## config.mk

```make
export PLATFORM = sky130hd
export DESIGN_NAME = axil_slave_port_flat
export DESIGN_NICKNAME = d
export VERILOG_FILES = /design/src/rtl/axil_slave_port_if.sv /design/src/rtl/axil_slave_port.sv /design/src/flat_wrapper.sv
export SDC_FILE = /design/constraint.sdc
export NUM_CORES = 1
export LEC_CHECK = 0
export ABC_AREA = 1
export CORE_AREA = 2 2 129 131
export CTS_CLUSTER_SIZE = 25
export DETAILED_ROUTE_END_ITERATION = 8
export DIE_AREA = 0 0 131 133
export PLACE_DENSITY_LB_ADDON = 0.15
export SYNTH_ARGS = -nofsm -noshare
export SYNTH_HDL_FRONTEND = slang
export SYNTH_SLANG_ARGS = --single-unit
```

## constraint.sdc

```tcl
create_clock -name ACLK -period 1.9 [get_ports ACLK]
set_input_delay 0.19 -clock ACLK [delete_from_list [all_inputs] [get_ports ACLK]]
set_output_delay 0.19 -clock ACLK [all_outputs]
set_load 0.01 [all_outputs]
```

## src/rtl/axil_slave_port_if.sv

```systemverilog
// axil_slave_port_if: AXI4-Lite bus bundle between a master and axil_slave_port
interface axil_slave_port_if #(
  parameter int ADDR_W = 32,
  parameter int DATA_W = 32
);
  logic [ADDR_W-1:0]   AWADDR;
  logic [2:0]          AWPROT;
  logic                AWVALID;
  logic                AWREADY;
  logic [DATA_W-1:0]   WDATA;
  logic [DATA_W/8-1:0] WSTRB;
  logic                WVALID;
  logic                WREADY;
  logic [1:0]          BRESP;
  logic                BVALID;
  logic                BREADY;
  logic [ADDR_W-1:0]   ARADDR;
  logic [2:0]          ARPROT;
  logic                ARVALID;
  logic                ARREADY;
  logic [DATA_W-1:0]   RDATA;
  logic [1:0]          RRESP;
  logic                RVALID;
  logic                RREADY;
  modport slave (
    input  AWADDR, AWPROT, AWVALID, WDATA, WSTRB, WVALID, BREADY,
    input  ARADDR, ARPROT, ARVALID, RREADY,
    output AWREADY, WREADY, BRESP, BVALID, ARREADY, RDATA, RRESP, RVALID
  );
  modport master (
    output AWADDR, AWPROT, AWVALID, WDATA, WSTRB, WVALID, BREADY,
    output ARADDR, ARPROT, ARVALID, RREADY,
    input  AWREADY, WREADY, BRESP, BVALID, ARREADY, RDATA, RRESP, RVALID
  );
endinterface

```

## src/rtl/axil_slave_port.sv

```systemverilog
// axil_slave_port: AXI4-Lite slave bridging to a synchronous dual-port memory with a decoded window
module axil_slave_port #(
  parameter int                ADDR_W    = 32,
  parameter int                DATA_W    = 32,
  parameter int                MEM_AW    = 10,
  parameter logic [ADDR_W-1:0] BASE_ADDR = 32'h8000_0000,
  parameter int                WIN_BYTES = 4096
) (
  input  logic                ACLK,
  input  logic                ARESETN,
  axil_slave_port_if.slave    bus,
  output logic                mem_ren,
  output logic [MEM_AW-1:0]   mem_raddr,
  input  logic [DATA_W-1:0]   mem_rdata,
  output logic                mem_wen,
  output logic [MEM_AW-1:0]   mem_waddr,
  output logic [DATA_W-1:0]   mem_wdata,
  output logic [DATA_W/8-1:0] mem_wstrb
);
  localparam int LB = $clog2(DATA_W / 8);
  localparam logic [ADDR_W-1:0] WIN = ADDR_W'(WIN_BYTES);
  typedef enum logic [1:0] {R_IDLE, R_REQ, R_RESP} r_state_e;
  typedef enum logic [1:0] {W_IDLE, W_ISSUE, W_RESP} w_state_e;
  logic [ADDR_W-1:0]   ar_off_d, aw_off_d, ar_sh_d, aw_sh_d;
  logic                ar_hit_d, aw_hit_d;
  logic [MEM_AW-1:0]   ar_idx_d, aw_idx_d;
  logic                unused_ok;
  r_state_e            r_q;
  logic                arready_q, rpend_q, rhit_q, rvalid_q;
  logic [MEM_AW-1:0]   ridx_q;
  logic [DATA_W-1:0]   rdata_q;
  logic [1:0]          rresp_q;
  w_state_e            w_q;
  logic                awready_q, wready_q, awh_q, wh_q, whit_q, bvalid_q;
  logic                aw_fire, w_fire;
  logic [MEM_AW-1:0]   widx_q;
  logic [DATA_W-1:0]   wdata_q;
  logic [DATA_W/8-1:0] wstrb_q;
  logic [1:0]          bresp_q;
  // Window decode: unsigned offset from base; byte-offset bits are dropped
  assign ar_off_d  = bus.ARADDR - BASE_ADDR;
  assign aw_off_d  = bus.AWADDR - BASE_ADDR;
  assign ar_hit_d  = ar_off_d < WIN;
  assign aw_hit_d  = aw_off_d < WIN;
  assign ar_sh_d   = ar_off_d >> LB;
  assign aw_sh_d   = aw_off_d >> LB;
  assign ar_idx_d  = ar_sh_d[MEM_AW-1:0];
  assign aw_idx_d  = aw_sh_d[MEM_AW-1:0];
  assign unused_ok = ^{bus.ARPROT, bus.AWPROT, ar_sh_d[ADDR_W-1:MEM_AW], aw_sh_d[ADDR_W-1:MEM_AW]};
  assign aw_fire   = awready_q && bus.AWVALID;
  assign w_fire    = wready_q && bus.WVALID;
  // Read channel: accept AR, one memory read cycle, then a response captured a cycle later
  always_ff @(posedge ACLK) begin
    if (!ARESETN) begin
      r_q       <= R_IDLE;
      arready_q <= 1'b0;
      rpend_q   <= 1'b0;
      rhit_q    <= 1'b0;
      ridx_q    <= '0;
      rvalid_q  <= 1'b0;
      rdata_q   <= '0;
      rresp_q   <= 2'b00;
    end else begin
      case (r_q)
        R_IDLE:
          if (arready_q && bus.ARVALID) begin
            arready_q <= 1'b0;
            ridx_q    <= ar_idx_d;
            rhit_q    <= ar_hit_d;
            rpend_q   <= !ar_hit_d;
            r_q       <= ar_hit_d ? R_REQ : R_RESP;
          end else arready_q <= 1'b1;
        R_REQ: begin
          rpend_q <= 1'b1;
          r_q     <= R_RESP;
        end
        R_RESP:
          if (rpend_q) begin
            rpend_q  <= 1'b0;
            rvalid_q <= 1'b1;
            rdata_q  <= rhit_q ? mem_rdata : '0;
            rresp_q  <= rhit_q ? 2'b00 : 2'b10;
          end else if (bus.RREADY) begin
            rvalid_q  <= 1'b0;
            arready_q <= 1'b1;
            r_q       <= R_IDLE;
          end
        default: r_q <= R_IDLE;
      endcase
    end
  end
  // Write channel: collect AW and W in any order, issue one memory write, then respond
  always_ff @(posedge ACLK) begin
    if (!ARESETN) begin
      w_q       <= W_IDLE;
      awready_q <= 1'b0;
      wready_q  <= 1'b0;
      awh_q     <= 1'b0;
      wh_q      <= 1'b0;
      whit_q    <= 1'b0;
      widx_q    <= '0;
      wdata_q   <= '0;
      wstrb_q   <= '0;
      bvalid_q  <= 1'b0;
      bresp_q   <= 2'b00;
    end else begin
      case (w_q)
        W_IDLE: begin
          awready_q <= !(awh_q || aw_fire);
          wready_q  <= !(wh_q || w_fire);
          if (aw_fire) begin
            awh_q  <= 1'b1;
            whit_q <= aw_hit_d;
            widx_q <= aw_idx_d;
          end
          if (w_fire) begin
            wh_q    <= 1'b1;
            wdata_q <= bus.WDATA;
            wstrb_q <= bus.WSTRB;
          end
          if ((awh_q || aw_fire) && (wh_q || w_fire)) w_q <= W_ISSUE;
        end
        W_ISSUE: begin
          bvalid_q <= 1'b1;
          bresp_q  <= whit_q ? 2'b00 : 2'b10;
          w_q      <= W_RESP;
        end
        W_RESP:
          if (bus.BREADY) begin
            bvalid_q  <= 1'b0;
            awready_q <= 1'b1;
            wready_q  <= 1'b1;
            awh_q     <= 1'b0;
            wh_q      <= 1'b0;
            w_q       <= W_IDLE;
          end
        default: w_q <= W_IDLE;
      endcase
    end
  end
  assign bus.ARREADY = arready_q;
  assign bus.RVALID  = rvalid_q;
  assign bus.RDATA   = rdata_q;
  assign bus.RRESP   = rresp_q;
  assign bus.AWREADY = awready_q;
  assign bus.WREADY  = wready_q;
  assign bus.BVALID  = bvalid_q;
  assign bus.BRESP   = bresp_q;
  assign mem_ren     = r_q == R_REQ;
  assign mem_raddr   = ridx_q;
  assign mem_wen     = (w_q == W_ISSUE) && whit_q;
  assign mem_waddr   = widx_q;
  assign mem_wdata   = wdata_q;
  assign mem_wstrb   = wstrb_q;
endmodule

```

## src/flat_wrapper.sv

```systemverilog
// flat-port wrapper written by rule: the top's interface ports become plain ports
module axil_slave_port_flat 
#(
  parameter int                ADDR_W    = 32,
  parameter int                DATA_W    = 32,
  parameter int                MEM_AW    = 10,
  parameter logic [ADDR_W-1:0] BASE_ADDR = 32'h8000_0000,
  parameter int                WIN_BYTES = 4096
)
  (ACLK, ARESETN, mem_ren, mem_raddr, mem_rdata, mem_wen, mem_waddr, mem_wdata, mem_wstrb, bus_AWADDR, bus_AWPROT, bus_AWVALID, bus_WDATA, bus_WSTRB, bus_WVALID, bus_BREADY, bus_ARADDR, bus_ARPROT, bus_ARVALID, bus_RREADY, bus_AWREADY, bus_WREADY, bus_BRESP, bus_BVALID, bus_ARREADY, bus_RDATA, bus_RRESP, bus_RVALID);
  axil_slave_port_if #(.ADDR_W(ADDR_W), .DATA_W(DATA_W)) bus_i ();
  input  logic ACLK;
  input  logic ARESETN;
  output logic mem_ren;
  output logic [MEM_AW-1:0] mem_raddr;
  input  logic [DATA_W-1:0] mem_rdata;
  output logic mem_wen;
  output logic [MEM_AW-1:0] mem_waddr;
  output logic [DATA_W-1:0] mem_wdata;
  output logic [DATA_W/8-1:0] mem_wstrb;
  input wire logic [$bits(bus_i.AWADDR)-1:0] bus_AWADDR;
  input wire logic [$bits(bus_i.AWPROT)-1:0] bus_AWPROT;
  input wire logic [$bits(bus_i.AWVALID)-1:0] bus_AWVALID;
  input wire logic [$bits(bus_i.WDATA)-1:0] bus_WDATA;
  input wire logic [$bits(bus_i.WSTRB)-1:0] bus_WSTRB;
  input wire logic [$bits(bus_i.WVALID)-1:0] bus_WVALID;
  input wire logic [$bits(bus_i.BREADY)-1:0] bus_BREADY;
  input wire logic [$bits(bus_i.ARADDR)-1:0] bus_ARADDR;
  input wire logic [$bits(bus_i.ARPROT)-1:0] bus_ARPROT;
  input wire logic [$bits(bus_i.ARVALID)-1:0] bus_ARVALID;
  input wire logic [$bits(bus_i.RREADY)-1:0] bus_RREADY;
  output wire logic [$bits(bus_i.AWREADY)-1:0] bus_AWREADY;
  output wire logic [$bits(bus_i.WREADY)-1:0] bus_WREADY;
  output wire logic [$bits(bus_i.BRESP)-1:0] bus_BRESP;
  output wire logic [$bits(bus_i.BVALID)-1:0] bus_BVALID;
  output wire logic [$bits(bus_i.ARREADY)-1:0] bus_ARREADY;
  output wire logic [$bits(bus_i.RDATA)-1:0] bus_RDATA;
  output wire logic [$bits(bus_i.RRESP)-1:0] bus_RRESP;
  output wire logic [$bits(bus_i.RVALID)-1:0] bus_RVALID;
  assign bus_i.AWADDR = bus_AWADDR;
  assign bus_i.AWPROT = bus_AWPROT;
  assign bus_i.AWVALID = bus_AWVALID;
  assign bus_i.WDATA = bus_WDATA;
  assign bus_i.WSTRB = bus_WSTRB;
  assign bus_i.WVALID = bus_WVALID;
  assign bus_i.BREADY = bus_BREADY;
  assign bus_i.ARADDR = bus_ARADDR;
  assign bus_i.ARPROT = bus_ARPROT;
  assign bus_i.ARVALID = bus_ARVALID;
  assign bus_i.RREADY = bus_RREADY;
  assign bus_AWREADY = bus_i.AWREADY;
  assign bus_WREADY = bus_i.WREADY;
  assign bus_BRESP = bus_i.BRESP;
  assign bus_BVALID = bus_i.BVALID;
  assign bus_ARREADY = bus_i.ARREADY;
  assign bus_RDATA = bus_i.RDATA;
  assign bus_RRESP = bus_i.RRESP;
  assign bus_RVALID = bus_i.RVALID;
  axil_slave_port #(.ADDR_W(ADDR_W), .DATA_W(DATA_W), .MEM_AW(MEM_AW), .BASE_ADDR(BASE_ADDR), .WIN_BYTES(WIN_BYTES)) u_core (.ACLK(ACLK), .ARESETN(ARESETN), .bus(bus_i), .mem_ren(mem_ren), .mem_raddr(mem_raddr), .mem_rdata(mem_rdata), .mem_wen(mem_wen), .mem_waddr(mem_waddr), .mem_wdata(mem_wdata), .mem_wstrb(mem_wstrb));
endmodule
```

# [After elaboration in Yosys (flattened, before gate mapping)]
# Cells that the tools add are included.
# W data, S select, Z words.
[word_totals] register_bits=106 output_inout_bits=99
[op_classes] eq_ne=11 n_mux=28 add_sub_neg=2 order_cmp=2 reduce_logical=30
[op_table] cell="$lt A32 B13 Y1 const B" n=2
[op_table] cell="$sub A32 B32 Y32 const B" n=2
[op_table] cell="$mux W32" n=1
[op_table] cell="$reduce_and A2 Y1" n=9
[op_table] cell="$mux W2" n=8
[op_table] cell="$pmux W1 S2" n=6
[op_table] cell="$pmux W2 S3" n=2
[op_table] cell="$reduce_and A3 Y1" n=4
[op_table] cell="$mux W1" n=10
[op_table] cell="$ne A2 B1 Y1 const B" n=4
[op_table] cell="$reduce_bool A2 Y1" n=4
[op_table] cell="$ne A2 B2 Y1 const B" n=3
[op_table] cell="$logic_and A1 B1 Y1" n=5
[op_table] cell="$eq A2 B1 Y1 const B" n=2
[op_table] cell="$eq A2 B2 Y1 const B" n=2
[op_table] cell="$logic_not A2 Y1" n=2
[op_table] cell="$logic_not A1 Y1" n=3
[op_table] cell="$pmux W1 S3" n=1
[op_table] cell="$reduce_bool A3 Y1" n=1
[op_table] cell="$logic_or A1 B1 Y1" n=2

# [Longest topological paths before layout]
# Gate-level depths: netlist of run 1.
[depth] depth_word=5 depth_mapped=8

# [Worst setup path before layout of run 1]
# OpenSTA, ideal clock, no wires.
[synth_path] kind="register to register" from="reg u_core.r_q[0]" to="reg u_core.ridx_q[0] (netlist: u_core.mem_raddr[0])" arrival_ns=1.240 setup_ns=0.116 stages_incl_launch_ff=8 required_time_ns=1.784 path_slack_ns=0.544 path_cell_list="dfxtp_1 -> inv_1 -> ha_1 -> inv_1 -> nor2_1 -> clkinv_1 -> nor2_1 -> nor2_1"
[synth_between] elab_chain_cells=2
[synth_lines] element="start: declaration" line_no="axil_slave_port.sv:28" text="r_state_e r_q;"
[synth_lines] element="start signal: assignment" line_no="axil_slave_port.sv:71" text="r_q <= ar_hit_d ? R_REQ : R_RESP;"
[synth_lines] element="$logic_not A2 Y1" line_no="axil_slave_port.sv:64" text="case (r_q)"
[synth_lines] element="$reduce_and A2 Y1 (no source line)"
[synth_lines] element="end signal: assignment" line_no="axil_slave_port.sv:68" text="ridx_q <= ar_idx_d;"
[synth_lines] element="end: declaration" line_no="axil_slave_port.sv:30" text="logic [MEM_AW-1:0] ridx_q;"
# No other way between the ends.
# A chain may end at the register's enable or synchronous reset.

# [Final worst setup path of run 1]
[layout_path] from="reg u_core.r_q[1]" to="out mem_ren"
[layout_between] elab_chain_cells=1
[layout_lines] element="$eq A2 B1 Y1" line_no="axil_slave_port.sv:149" text="assign mem_ren = r_q == R_REQ;"
[layout_lines] element="end: declaration" line_no="flat_wrapper.sv:14" text="output logic mem_ren;"
# No other way between the ends.

==> results of run 1 <==
## worst max-delay path, stage by stage (launching register included)
cell             delay [ns]
dfxtp_1                0.39
inv_1                  0.08
ha_1                   0.20
clkdlybuf4s50_1        0.50
## where the power goes
part | switching, mW | leakage [nW] | internal (mW)
clock | 0.901 | 0.133 | 0.943
combinational | 0.618 | 1.60 | 0.742
sequential | 0.114 | 0.848 | 2.39
total | 1.63 | 2.58 | 4.08
## Yosys cell counts, types with 2 or more instances
library cell | count | area, um2
clkbuf_1 | 13 | 48.8
a21oi_1 | 26 | 130
buf_2 | 4 | 20.0
o21ai_0 | 54 | 270
o21ai_1 | 9 | 45.0
clkinv_1 | 3 | 11.3
nand3b_1 | 2 | 15.0
ha_1 | 4 | 50.1
nand3_1 | 4 | 20.0
inv_1 | 19 | 71.3
buf_6 | 6 | 67.6
nor2_4 | 2 | 22.5
a22oi_1 | 18 | 135
clkbuf_2 | 2 | 10.0
dfxtp_1 | 104 | 2080
buf_4 | 2 | 15.0
nand2_1 | 53 | 199
nor2_1 | 164 | 616
nand4_1 | 2 | 12.5
## layer usage
metal	vias up	routed length (um)	GRT usage, %	part of all wire (%)
met2	130	5640	21.2	47
met5	-	0	0	0
met3	16	816	3.32	6.8
met4	0	277	6.15	2.3
li1	2053	-	-	-
met1	1746	5320	16.6	44
## what timing repair did
action / CTS / global route
setup endpoints to repair: 1 / 0
hold buffers: 0 / 0
gates resized for setup: 1 / 0
## sequential cells by signal, indices dropped and copies added, names as in the netlist
name,count
u_core.rpend_q,1
u_core.bus.RDATA,32
u_core.w_q,2
u_core.r_q,2
u_core.bus.RVALID,1
u_core.bus.BRESP,1
u_core.wh_q,1
u_core.bus.RRESP,1
u_core.whit_q,1
u_core.mem_wdata,32
u_core.mem_waddr,10
u_core.mem_raddr,10
u_core.awh_q,1
u_core.rhit_q,1
u_core.bus.ARREADY,1
u_core.mem_wstrb,4
u_core.bus.BVALID,1
u_core.bus.AWREADY,1
u_core.bus.WREADY,1
## layout by cell type (no fill, tap or decap), types with 2 or more instances in the layout
master / n
buf_12: 2
nor2_4: 2
nand2_1: 53
o21ai_0: 54
conb_1: 2
inv_1: 19
o21ai_1: 9
clkinv_1: 3
a21oi_1: 26
clkinvlp_4: 3
buf_4: 6
clkbuf_16: 9
nand3b_1: 2
a22oi_1: 18
dfxtp_1: 104
nor2_1: 164
ha_1: 4
clkdlybuf4s50_1: 229
nand3_1: 4
nand4_1: 2
## layout make-up
type | instances | area (um2) | area share (%)
multi-input combinational | 347 | 1580 | 23.6
timing repair buffer | 239 | 2390 | 35.6
sequential | 104 | 2080 | 31.0
tap | 220 | 275 | 4.10
inverter | 24 | 92.6 | 1.38
clock buffer | 10 | 239 | 3.56
clock inverter | 6 | 51.3 | 0.764
## metrics by stage
stage               std cells  cell area (um2)
floorplan                 502             3920
global placement          934             6430
detailed placement        934             6430
CTS                       950             6720
global route              950             6720
finish                    950             6720
## worst max path at each step
stage,slack (ns),cells past startpoint,to,from
final,0.18,3,mem_ren,u_core.r_q[1]
after global routing,0.06,3,mem_ren,u_core.r_q[1]
after CTS,0.17,3,mem_ren,u_core.r_q[1]
after detailed placement,0.29,6,u_core.mem_wdata[16],bus_WVALID
after global placement,0.30,6,u_core.mem_raddr[5],bus_ARVALID
after floorplan,0.54,7,u_core.mem_raddr[0],u_core.r_q[0]
## cell families (layout without fill, tap and decap cells)
group	Yosys count	count (layout)
adders and majority gates	4	4
and+or+nand+nor	231	231
AOI/OAI and AO/OA	110	110
buffers and inverters	51	279
DFF	104	104
other	1	2
==> flow_summary.ini, run 1 <==
[clock_network]
cts_setup_buffers = 0
clock_sinks = 104
htreeDepth = 3
clockBufferDepth = 2
clock-root-buffer = clkbuf_16
numCtsBuffers = 9
clk_pin_slew_ns = 0.07
clock_latency_ns = 0.35
cts_tree = built

[pwr]
power_density_nw_per_um2 = 850
p_leak_nw = 2.58
ir_drop_mv = 0.519
fin_total_pwr_mw = 5.71

[routing]
drtIter0Drc = 138
first_pass_iters = 4
wl_per_cell_um = 12.7
final_antenna_net_count = 0
wl_um = 12100
drc_errors = 0
vias = 3945
vias_per_cell = 4.15

[timing]
fin_crit_ns = 1.72
finalCritPeriodShare_pct = 90.4
drv_slew = 0
skew_ns = 0.00981
rsz0062_at_grt = no
hold_violations = 0
fmax_mhz = 582
worst_hold_slack_ns = 0.291
worst_slack_ns = 0.182
setup_tns_ns = 0
setup_viol = 0

[placed_design]
dp_hpwl_um = 8600
gp_congestion = 0.798
port_buffers = 231
dpl_worst_slack_ns = 0.287

[die]
die_w_um = 131
io-pin-count = 244
die_h_um = 133
rows = 47
core-area_um2 = 16200
dieArea_um2 = 17400
start_util_pct = 24.2

[synthesis]
synth_top_family_by_area = simple AND/OR/NAND/NOR gates
synth_xor_area_share_pct = 0
ys.flop_type = dfxtp_1
synth-simple-area-share_pct = 23.6
synth_seq_cells = 104
syn_inst = 501
synthDistinctLibCells = 29
synth_area_per_cell_um2 = 7.82
synthArstFlopShare_pct = 0
synth_compound_area_share_pct = 15.4
synth_fa_ha_area_share_pct = 1.28
synth_edf_count = 0
seq_area_frac_synth_pct = 53.2
yosys_warnings = 0
synthMuxAreaShare_pct = 0
synth_area_um2 = 3920

[critical_path]
critPathMaxFanout = 4
r2r_end = u_core.bus.RDATA[31]
start_kind = flip-flop
regToRegSetupSlack_ns = 0.36
r2r-start = u_core.r_q[0]
rr_worst_depth = 7
required_ns = 1.71
crit_type = flip-flop to primary output
worstPathArrival_ns = 1.53
endpoint_kind = primary output

[min_path]
holdPathEnd = u_core.mem_wdata[31]
min-delay-path-class = input pin to flip-flop
hp-start = ARESETN
hold_depth = 3

[job]
maxCapViolations = 0

[global_routing]
grt_max_degree = 44
antenna_found_initial = 0
grt-ovfl-total = 0
grt_pass1_vias = 3604
grt_pass1_wl_um = 18200
track_usage_pct = 13.2

[run_status]
outcome = complete, no violations

[layout]
final_util_pct = 41.5
syn2layout_area_growth_pct = 71.5
antenna_cells = 0
fillers = 1596
nets = 874
drive_gt1_share_pct = 4.38
Note: power is estimated with default switching activity, not from simulation.
==> inputs of run 2 (changes only) <==
Settings changed: GPL_TIMING_DRIVEN set to 0.
==> flow_summary.ini, run 2 (same netlist as run 1, synthesis figures left out) <==
[run_status]
outcome = complete, no violations

[layout]
final_area_um2 = 6810
final_common_cell = clkdlybuf4s50_1
fillers = 1620
final_cell_mix = 229 x clkdlybuf4s50_1, 164 x nor2_1, 104 x dfxtp_1, 54 x o21ai_0, 53 x nand2_1
drive_gt1_share_pct = 4.95
antenna_cells = 0
syn2layout_area_growth_pct = 74.0
ff_latch_area_um2 = 2080
nets = 892
multi_input_area_um2 = 1580

[timing]
fin_crit_ns = 1.71
finalCritPeriodShare_pct = 89.9
worstMarginPinSlew_ns = 0.573
skew_ns = 0.0110
setup_tns_ns = 0
rsz0062_at_grt = no
hold_violations = 0
setup_viol = 0
relSlewSlack_pct = 61.8
drv_slew = 0
fmax_mhz = 586

[die]
dieArea_um2 = 17400
die_h_um = 133
start_util_pct = 24.2
io-pin-count = 244
rows = 47
core-area_um2 = 16200
die_w_um = 131

[critical_path]
crit_type = flip-flop to primary output
worstPathArrival_ns = 1.52
endpoint_kind = primary output
required_ns = 1.71
start_kind = flip-flop
critPathMaxFanout = 4

[clock_network]
hold_buffers = 0
clockBufferDepth = 2
cts_tree = built
cts_setup_buffers = 0
numCtsBuffers = 9
clock_latency_ns = 0.35
clk_pin_slew_ns = 0.07
clock-root-buffer = clkbuf_16
clock_sinks = 104
htreeDepth = 3

[global_routing]
grt_pass1_wl_um = 19300
grt_max_degree = 18
grt_pass1_vias = 3941
grt-ovfl-total = 0
track_usage_pct = 14.0
antenna_found_initial = 0

[pwr]
p_sw_mw = 1.59
p_sw_share_pct = 27.1
clkPwrFrac_pct = 34.1
p_leak_nw = 2.63
seqPwrFrac_pct = 42.6
cell_internal_pwr_mw = 4.30
ir_drop_mv = 0.412
power_density_nw_per_um2 = 865
p_comb_share_pct = 23.3

[placed_design]
gp_congestion = 0.779
dp_hpwl_um = 9590
port_buffers = 230
placed_area_um2 = 6500

[routing]
drc_errors = 0
wl_um = 12400
wl_per_cell_um = 12.8
vias = 4037
final_antenna_net_count = 0
first_pass_iters = 4
drtIter0Drc = 98
vias_per_cell = 4.17

[job]
maxCapViolations = 0

[min_path]
min-delay-path-class = input pin to flip-flop
-- run 2: cell count changes in the layout (fill, tap and decap cells not counted), sizes merged --
cell      previous run  this run
buf                  9        12
bufinv               0         2
clkbuf              10        24
clkinv               4         3
clkinvlp             3         2
-- run 2: power groups by stage --
| stage | registers (mW) | logic, mW | clock network [mW] |
|---|---|---|---|
| 2_1_floorplan | 2.63 | 0.510 | 0 |
| 3_3_place_gp | 2.55 | 1.37 | 0 |
| 3_5_place_dp | 2.56 | 1.38 | 0 |
| 4_1_cts | 2.51 | 1.39 | 2.09 |
| 5_1_grt | 2.54 | 1.53 | 2.18 |
| 6_report | 2.51 | 1.37 | 2.01 |
-- run 2: worst paths after layout --
| path | slack, ns | cells past startpoint | to | start |
|---|---|---|---|---|
| max | 0.19 | 3 | mem_ren | u_core.r_q[1] |
| min reg2reg | 0.47 | 2 | u_core.bus.RDATA[27] | u_core.bus.RDATA[27] |
| max reg2reg | 0.26 | 6 | u_core.bus.RDATA[13] | u_core.r_q[0] |
| min | 0.28 | 3 | u_core.w_q[0] | ARESETN |
-- run 2: worst max-delay path, stage by stage, from the launching register on --
cell and delay [ns]:
dfxtp_1 0.34, inv_1 0.09, ha_1 0.19, clkdlybuf4s50_1 0.56
-- run 2: repair_timing --
action | in CTS | in global routing
gates resized for setup | 1 | 1
gates cloned | 0 | 0
endpoints found under the setup margin | 1 | 1
pin swaps | 0 | 0
-- run 2: layer usage --
| layer | GRT usage (%) | wire, um |
|---|---|---|
| met2 | 23.7 | 5960 |
| met5 | 0 | 0 |
| met4 | 4.96 | 208 |
| met1 | 16.9 | 5330 |
| met3 | 3.80 | 852 |
-- run 2: area by class of cell --
| cell class | instances | area share (%) |
|---|---|---|
| Timing Repair Buffer | 230 | 33.8 |
| Sequential cell | 104 | 30.6 |
| Multi-Input combinational cell | 347 | 23.2 |
| Tap cell | 220 | 4.04 |
| Clock buffer | 9 | 3.31 |
| Buffer | 27 | 2.37 |
| Clock inverter | 6 | 1.36 |
| Inverter | 24 | 1.36 |
-- run 2: per-stage QoR --
step	utilization [%]	cells	total power [mW]	hold slack (ns)	worst slack, ns
6_report	42.1	967	5.89	0.278	0.192
5_1_grt	42.1	967	6.24	0.325	0.0321
4_1_cts	42.1	967	5.99	0.287	0.177
3_5_place_dp	40.2	952	3.94	0.459	0.153
3_3_place_gp	40.2	952	3.93	0.452	0.181
2_1_floorplan	-	502	3.14	0.301	0.544
==> inputs of run 3 (changes only) <==
Settings changed: CTS_CLUSTER_SIZE 25 to not set.
==> results of run 3 <==
Final layout, timing and power as in run 2 (identical DEF).
